--- config.mk ---
export PLATFORM = sky130hd
export DESIGN_NAME = muldiv_unit
export DESIGN_NICKNAME = d
export VERILOG_FILES = /design/src/rtl/muldiv_unit.sv
export SDC_FILE = /design/constraint.sdc
export NUM_CORES = 2
export LEC_CHECK = 0
export CAP_MARGIN = 20
export CORE_MARGIN = 10
export CORE_UTILIZATION = 55
export CTS_CLUSTER_DIAMETER = 30
export DETAILED_ROUTE_END_ITERATION = 8
export DONT_BUFFER_PORTS = 1
export PLACE_DENSITY_LB_ADDON = 0.05
export SLEW_MARGIN = 5
export SYNTH_ARGS = -nofsm -noshare
export SYNTH_HDL_FRONTEND = slang
export SYNTH_SLANG_ARGS = --single-unit
--- constraint.sdc ---
create_clock -name clk -period 13.3 [get_ports clk]
set_input_delay 2.66 -clock clk [delete_from_list [all_inputs] [get_ports clk]]
set_output_delay 2.66 -clock clk [all_outputs]
set_load 0.01 [all_outputs]
--- src/rtl/muldiv_unit.sv ---
// HI/LO multiply/divide unit: pipelined multiply with MUL_LAT-cycle latency,
// and a 32-iteration radix-2 restoring divider. Both can be cancelled by the flush path.
module muldiv_unit #(
  parameter int MUL_LAT = 2
) (
  input  logic        clk,
  input  logic        rst,
  input  logic        start,
  input  logic [1:0]  op,
  input  logic [31:0] src_a,
  input  logic [31:0] src_b,
  input  logic        cancel,
  input  logic        hi_we,
  input  logic        lo_we,
  input  logic [31:0] wdata,
  output logic        isbusy,
  output logic [31:0] hi,
  output logic [31:0] lo
);

  // state | meaning
  // IDLE  | no operation in flight; MTHI/MTLO writes allowed
  // MUL   | multiply latency countdown
  // DIV   | restoring divide, one quotient bit per cycle
  typedef enum logic [1:0] {IDLE, MUL, DIV} state_t;

  state_t      state, state_nxt;
  logic [5:0]  cnt;
  logic [31:0] a_q, b_q, rem;
  logic        mul_signed, neg_q, neg_r, div_zero;
  logic        accept, done, mt_ok;

  logic        mul_sgn;
  logic [31:0] mul_a, mul_b;
  logic [63:0] ma, mb, prod;

  logic [32:0] rem_sh, diff;
  logic        q_bit;
  logic [31:0] rem_nx, quo_nx, hi_fin, lo_fin;

  assign accept = (state == IDLE) && start && !cancel && !rst;
  assign isbusy = accept || (state != IDLE);
  assign mt_ok  = (state == IDLE) && !accept;

  always_comb begin
    state_nxt = state;
    done      = 1'b0;
    case (state)
      IDLE: begin
        if (accept) begin
          if (op[1])             state_nxt = DIV;
          else if (MUL_LAT > 1)  state_nxt = MUL;
        end
      end
      MUL, DIV: begin
        if (cancel) begin
          state_nxt = IDLE;
        end else if (cnt == 6'd0) begin
          done      = 1'b1;
          state_nxt = IDLE;
        end
      end
      default: state_nxt = IDLE;
    endcase
  end

  // In IDLE the multiplier sees the live operands so MUL_LAT=1 can finish on the accept edge.
  always_comb begin
    mul_sgn = (state == IDLE) ? ~op[0] : mul_signed;
    mul_a   = (state == IDLE) ? src_a : a_q;
    mul_b   = (state == IDLE) ? src_b : b_q;
    ma      = {{32{mul_sgn & mul_a[31]}}, mul_a};
    mb      = {{32{mul_sgn & mul_b[31]}}, mul_b};
    prod    = ma * mb;
  end

  // a_q doubles as the dividend/quotient shift register during DIV.
  always_comb begin
    rem_sh = {rem, a_q[31]};
    diff   = rem_sh - {1'b0, b_q};
    q_bit  = ~diff[32];
    rem_nx = q_bit ? diff[31:0] : rem_sh[31:0];
    quo_nx = {a_q[30:0], q_bit};
    lo_fin = div_zero ? 32'hFFFF_FFFF : (neg_q ? -quo_nx : quo_nx);
    hi_fin = neg_r ? -rem_nx : rem_nx;
  end

  always_ff @(posedge clk) begin
    if (rst) begin
      state      <= IDLE;
      cnt        <= 6'd0;
      hi         <= 32'd0;
      lo         <= 32'd0;
      a_q        <= 32'd0;
      b_q        <= 32'd0;
      rem        <= 32'd0;
      mul_signed <= 1'b0;
      neg_q      <= 1'b0;
      neg_r      <= 1'b0;
      div_zero   <= 1'b0;
    end else begin
      state <= state_nxt;
      if (accept) begin
        mul_signed <= ~op[0];
        if (op[1]) begin
          a_q      <= (~op[0] & src_a[31]) ? -src_a : src_a;
          b_q      <= (~op[0] & src_b[31]) ? -src_b : src_b;
          rem      <= 32'd0;
          neg_q    <= ~op[0] & (src_a[31] ^ src_b[31]);
          neg_r    <= ~op[0] & src_a[31];
          div_zero <= (src_b == 32'd0);
          cnt      <= 6'd31;
        end else begin
          a_q <= src_a;
          b_q <= src_b;
          cnt <= 6'(MUL_LAT > 1 ? MUL_LAT - 2 : 0);
        end
      end else if (state == DIV && !cancel) begin
        a_q <= quo_nx;
        rem <= rem_nx;
        cnt <= cnt - 1'b1;
      end else if (state == MUL && !cancel) begin
        cnt <= cnt - 1'b1;
      end

      if (done) begin
        if (state == MUL) {hi, lo} <= prod;
        else              {hi, lo} <= {hi_fin, lo_fin};
      end else if (accept && !op[1] && MUL_LAT == 1) begin
        {hi, lo} <= prod;
      end else if (mt_ok) begin
        if (hi_we) hi <= wdata;
        if (lo_we) lo <= wdata;
      end
    end
  end

endmodule

==> run_summary.xml <==
<?xml version="1.0" encoding="UTF-8"?>
<metrics>
  <group name="status">
    <metric name="run_status" unit="">finished clean</metric>
  </group>
  <group name="sta">
    <metric name="hold-worst-slack" unit="ns">0.514</metric>
    <metric name="tightestPinTransition" unit="ns">1.26</metric>
    <metric name="min_period" unit="ns">11.79</metric>
    <metric name="achievable-frequency" unit="GHz">0.0848</metric>
    <metric name="timing_hold_violations_final" unit="">0</metric>
    <metric name="rsz0062_at_grt" unit="">false</metric>
    <metric name="maxSlewViolCount" unit="">0</metric>
    <metric name="final.setup.worst_slack" unit="ns">1.51</metric>
    <metric name="slew-limit-headroom" unit="%">13.5</metric>
    <metric name="setup_viol_count_final" unit="">0</metric>
    <metric name="layout_worst_path_cycle_share" unit="%">88.7</metric>
    <metric name="worst_clock_skew" unit="ns">0.0176</metric>
    <metric name="fin_setup_tns" unit="ns">0</metric>
  </group>
  <group name="synth">
    <metric name="dominantRegCellSynth" unit="">sky130_fd_sc_hd__dfxtp_1</metric>
    <metric name="syn_avg_cell_area" unit="µm²">8.43</metric>
    <metric name="synth-edff-count" unit="">0</metric>
    <metric name="synth_area" unit="mm²">0.0508</metric>
    <metric name="synth.yosys.seq_area_share" unit="%">6.78</metric>
    <metric name="yosysWarningCount" unit="">0</metric>
    <metric name="synth-seq-cells" unit="">172</metric>
    <metric name="synth_async_sr_flop_share" unit="%">0</metric>
    <metric name="synth_nets" unit="">7505</metric>
    <metric name="synthCells" unit="">6021</metric>
    <metric name="netlist-cell-type-count" unit="">96</metric>
  </group>
  <group name="route">
    <metric name="average_wire_length_per_cell_after_detail_routing" unit="µm">26.6</metric>
    <metric name="wirelength" unit="µm">187000</metric>
    <metric name="drt.antenna.violating_nets" unit="">0</metric>
    <metric name="vias_per_cell" unit="">6.02</metric>
    <metric name="route.detailed.drc" unit="">0</metric>
    <metric name="detailedRoute.firstPassIterationCount" unit="">6</metric>
    <metric name="routed-via-count" unit="">42401</metric>
    <metric name="drt_first_iter_violations" unit="">4423</metric>
  </group>
  <group name="critical_path">
    <metric name="critical-path-top-cell-by-count" unit="">sky130_fd_sc_hd__fa_1</metric>
    <metric name="cp-end-kind" unit="">flop</metric>
    <metric name="required" unit="ns">13.69</metric>
    <metric name="critical_path_peak_fanout" unit="">12</metric>
    <metric name="worst-r2r-setup-slack" unit="ns">1.92</metric>
    <metric name="cp-start-kind" unit="">input port</metric>
    <metric name="critPathMaxStageDelay" unit="ns">0.64</metric>
    <metric name="slowest_stage" unit="">sky130_fd_sc_hd__fa_1</metric>
    <metric name="worst_r2r_endpoint" unit="">hi[23]$_SDFFE_PP0P_</metric>
    <metric name="critical_path.reg2reg.startpoint" unit="">state[0]$_SDFFE_PP0P_</metric>
    <metric name="worstSetupEndpoint" unit="">hi[23]$_SDFFE_PP0P_</metric>
    <metric name="ff2ff_path_depth" unit="">33</metric>
    <metric name="startpoint" unit="">op[0]</metric>
    <metric name="timing.critical_path.arrival" unit="ns">12.18</metric>
    <metric name="timing_worst_setup_path_type" unit="">input port to flop</metric>
  </group>
  <group name="global_routing">
    <metric name="global_route_wire_length_before_repair" unit="µm">280000</metric>
    <metric name="grt_max_degree" unit="">173</metric>
    <metric name="antenna_found_initial" unit="">9</metric>
    <metric name="grt_remaining_overflow" unit="">0</metric>
    <metric name="groute.usage.overall" unit="%">36.3</metric>
    <metric name="first_global_vias" unit="">42947</metric>
  </group>
  <group name="clock_network">
    <metric name="cts.sinks" unit="">172</metric>
    <metric name="h-tree-depth" unit="">4</metric>
    <metric name="cts_root_buf" unit="">sky130_fd_sc_hd__clkbuf_16</metric>
    <metric name="holdBufCountCts" unit="">0</metric>
    <metric name="post-cts-setup-buffers" unit="">0</metric>
    <metric name="post_cts_resized" unit="">0</metric>
    <metric name="worst_setup_hold_path_clk_slew" unit="ns">0.07</metric>
    <metric name="cts_tree" unit="">yes</metric>
    <metric name="clk-insertion-delay-late" unit="ns">0.49</metric>
    <metric name="cts_inserted_buffers" unit="">17</metric>
    <metric name="clock_tree.buffer_depth" unit="">2</metric>
  </group>
  <group name="placement">
    <metric name="dpl-instance-area" unit="mm²">0.0521</metric>
    <metric name="portBuffers" unit="">0</metric>
    <metric name="place_hpwl" unit="µm">150000</metric>
    <metric name="routabilityCongestion" unit="">1.01</metric>
    <metric name="dp_slack" unit="ns">1.27</metric>
  </group>
  <group name="final_layout">
    <metric name="design.final.nets" unit="">7320</metric>
    <metric name="final_area" unit="mm²">0.0528</metric>
    <metric name="synth_to_layout_area_growth" unit="%">4.05</metric>
    <metric name="fraction_of_layout_cells_with_a_size_suffix_above_1" unit="%">4.50</metric>
  </group>
  <group name="floorplanning">
    <metric name="die_width" unit="µm">324</metric>
    <metric name="fp.coreArea" unit="mm²">0.0917</metric>
    <metric name="ioPinCount" unit="">169</metric>
    <metric name="start_util" unit="%">55.4</metric>
    <metric name="die-area" unit="mm²">0.105</metric>
    <metric name="num_rows" unit="">111</metric>
    <metric name="die_y" unit="µm">324</metric>
  </group>
  <group name="hold_path">
    <metric name="worstHoldStart" unit="">b_q[31]$_SDFFE_PP0P_</metric>
    <metric name="number_of_cells_on_the_worst_hold_path" unit="">2</metric>
    <metric name="hold_path_class" unit="">flop to flop</metric>
  </group>
  <group name="flow_run">
    <metric name="max-cap-violations" unit="">0</metric>
  </group>
</metrics>
worst min path at each step:
stage	endpoint	slack, ns
floorplan	b_q[31]$_SDFFE_PP0P_	0.43
global placement	b_q[31]$_SDFFE_PP0P_	0.48
detailed placement	mul_signed$_SDFFE_PP0P_	0.50
CTS	mul_signed$_SDFFE_PP0P_	0.51
global route	b_q[31]$_SDFFE_PP0P_	0.54
finish	b_q[31]$_SDFFE_PP0P_	0.51
Yosys cell counts, types with 10 or more instances:
| library cell | number | share of area [%] |
|---|---|---|
| sky130_fd_sc_hd__nor2_1 | 587 | 4.3 |
| sky130_fd_sc_hd__o41ai_1 | 12 | 0.21 |
| sky130_fd_sc_hd__nand3_1 | 34 | 0.34 |
| sky130_fd_sc_hd__o21ai_0 | 157 | 1.5 |
| sky130_fd_sc_hd__mux2_2 | 33 | 0.73 |
| sky130_fd_sc_hd__inv_1 | 1187 | 8.8 |
| sky130_fd_sc_hd__ha_1 | 254 | 6.3 |
| sky130_fd_sc_hd__a21o_1 | 41 | 0.61 |
| sky130_fd_sc_hd__o211ai_1 | 11 | 0.16 |
| sky130_fd_sc_hd__a22oi_1 | 25 | 0.37 |
| sky130_fd_sc_hd__fa_1 | 1126 | 44 |
| sky130_fd_sc_hd__nand4_1 | 13 | 0.16 |
| sky130_fd_sc_hd__o21ai_1 | 24 | 0.24 |
| sky130_fd_sc_hd__a21oi_1 | 171 | 1.7 |
| sky130_fd_sc_hd__buf_2 | 11 | 0.11 |
| sky130_fd_sc_hd__o21bai_1 | 10 | 0.15 |
| sky130_fd_sc_hd__xnor2_1 | 123 | 2.1 |
| sky130_fd_sc_hd__buf_1 | 28 | 0.21 |
| sky130_fd_sc_hd__and2_1 | 17 | 0.21 |
| sky130_fd_sc_hd__a311oi_1 | 34 | 0.59 |
| sky130_fd_sc_hd__clkbuf_1 | 276 | 2.0 |
| sky130_fd_sc_hd__dfxtp_1 | 172 | 6.8 |
| sky130_fd_sc_hd__o31ai_1 | 31 | 0.46 |
| sky130_fd_sc_hd__mux2i_1 | 93 | 1.8 |
| sky130_fd_sc_hd__nor2b_1 | 21 | 0.26 |
| sky130_fd_sc_hd__and3_1 | 26 | 0.32 |
| sky130_fd_sc_hd__nand2b_1 | 17 | 0.21 |
| sky130_fd_sc_hd__nor4_1 | 19 | 0.23 |
| sky130_fd_sc_hd__a211oi_1 | 69 | 1.0 |
| sky130_fd_sc_hd__o21a_1 | 37 | 0.55 |
| sky130_fd_sc_hd__xor2_1 | 93 | 1.6 |
| sky130_fd_sc_hd__nor3_1 | 44 | 0.43 |
| sky130_fd_sc_hd__or3_1 | 37 | 0.46 |
| sky130_fd_sc_hd__a31oi_1 | 23 | 0.28 |
| sky130_fd_sc_hd__nand2_1 | 1002 | 7.4 |
critical path, delay by kind of cell:
kind	cells	cell delay [ns]
AND/OR/NAND/NOR	2	0.78
XOR/XNOR	1	0.26
buffers and inverters	5	0.91
adder cells (fa/ha/maj)	9	4.53
AO/OA/AOI/OAI	12	3.00
logic make-up (layout without fill, tap and decap cells):
family | count (synthesis) | count (layout) | share of synthesized area, %
buffers and inverters | 1507 | 1335 | 11.2
multiplexers | 126 | 126 | 2.57
flip-flops | 172 | 172 | 6.78
other | 0 | 5 | 0
XOR/XNOR | 216 | 216 | 3.73
AO/OA/AOI/OAI | 752 | 752 | 9.84
AND/OR/NAND/NOR | 1868 | 1868 | 15.2
adder cells (fa/ha/maj) | 1380 | 1380 | 50.7
flip-flops by register name (all words and copies together), names as in the netlist:
signal / cells
neg_q: 1
lo: 32
hi: 32
b_q: 32
div_zero: 1
state: 2
a_q: 32
neg_r: 1
rem: 32
cnt: 6
mul_signed: 1
layout by cell type, fill, tap and decap left out, types with 36 or more instances in the layout:
master,Yosys,routed
sky130_fd_sc_hd__buf_4,1,109
sky130_fd_sc_hd__nand2_1,1002,1002
sky130_fd_sc_hd__or3_1,37,37
sky130_fd_sc_hd__nor3_1,44,44
sky130_fd_sc_hd__dfxtp_1,172,172
sky130_fd_sc_hd__inv_1,1187,1187
sky130_fd_sc_hd__fa_1,1126,1126
sky130_fd_sc_hd__a21oi_1,171,170
sky130_fd_sc_hd__ha_1,254,252
sky130_fd_sc_hd__o21a_1,37,36
sky130_fd_sc_hd__mux2i_1,93,85
sky130_fd_sc_hd__a21o_1,41,41
sky130_fd_sc_hd__xnor2_1,123,123
sky130_fd_sc_hd__a211oi_1,69,69
sky130_fd_sc_hd__nor2_1,587,587
sky130_fd_sc_hd__xor2_1,93,93
sky130_fd_sc_hd__o21ai_0,157,148
routing by layer:
layer	track usage [%]	vias to the layer above	part of all wire (%)
met3	11.5	486	12
li1	-	18101	-
met1	46.5	21509	37
met5	0	-	0.012
met2	55.3	2301	44
met4	18.3	4	6.1
metrics by stage:
stage / std cells / util, %
global route: 7035 / 57.6
global placement: 6998 / 56.8
finish: 7040 / 57.6
detailed placement: 6999 / 56.9
CTS: 7031 / 57.5
floorplan: 6021 / -
area by class of cell:
class,instances,area [µm²]
inverters,1190,4470
clock buffers,19,453
flip-flops and latches,172,3440
multi-input cells,4342,41900
diodes,5,12.5
fillers,8479,38800
clock inverters,13,165
well taps,1186,1480
repair buffers,113,900
Power is not shown: default switching activity piles up to over one toggle a cycle in this logic, so the estimate is an artifact.
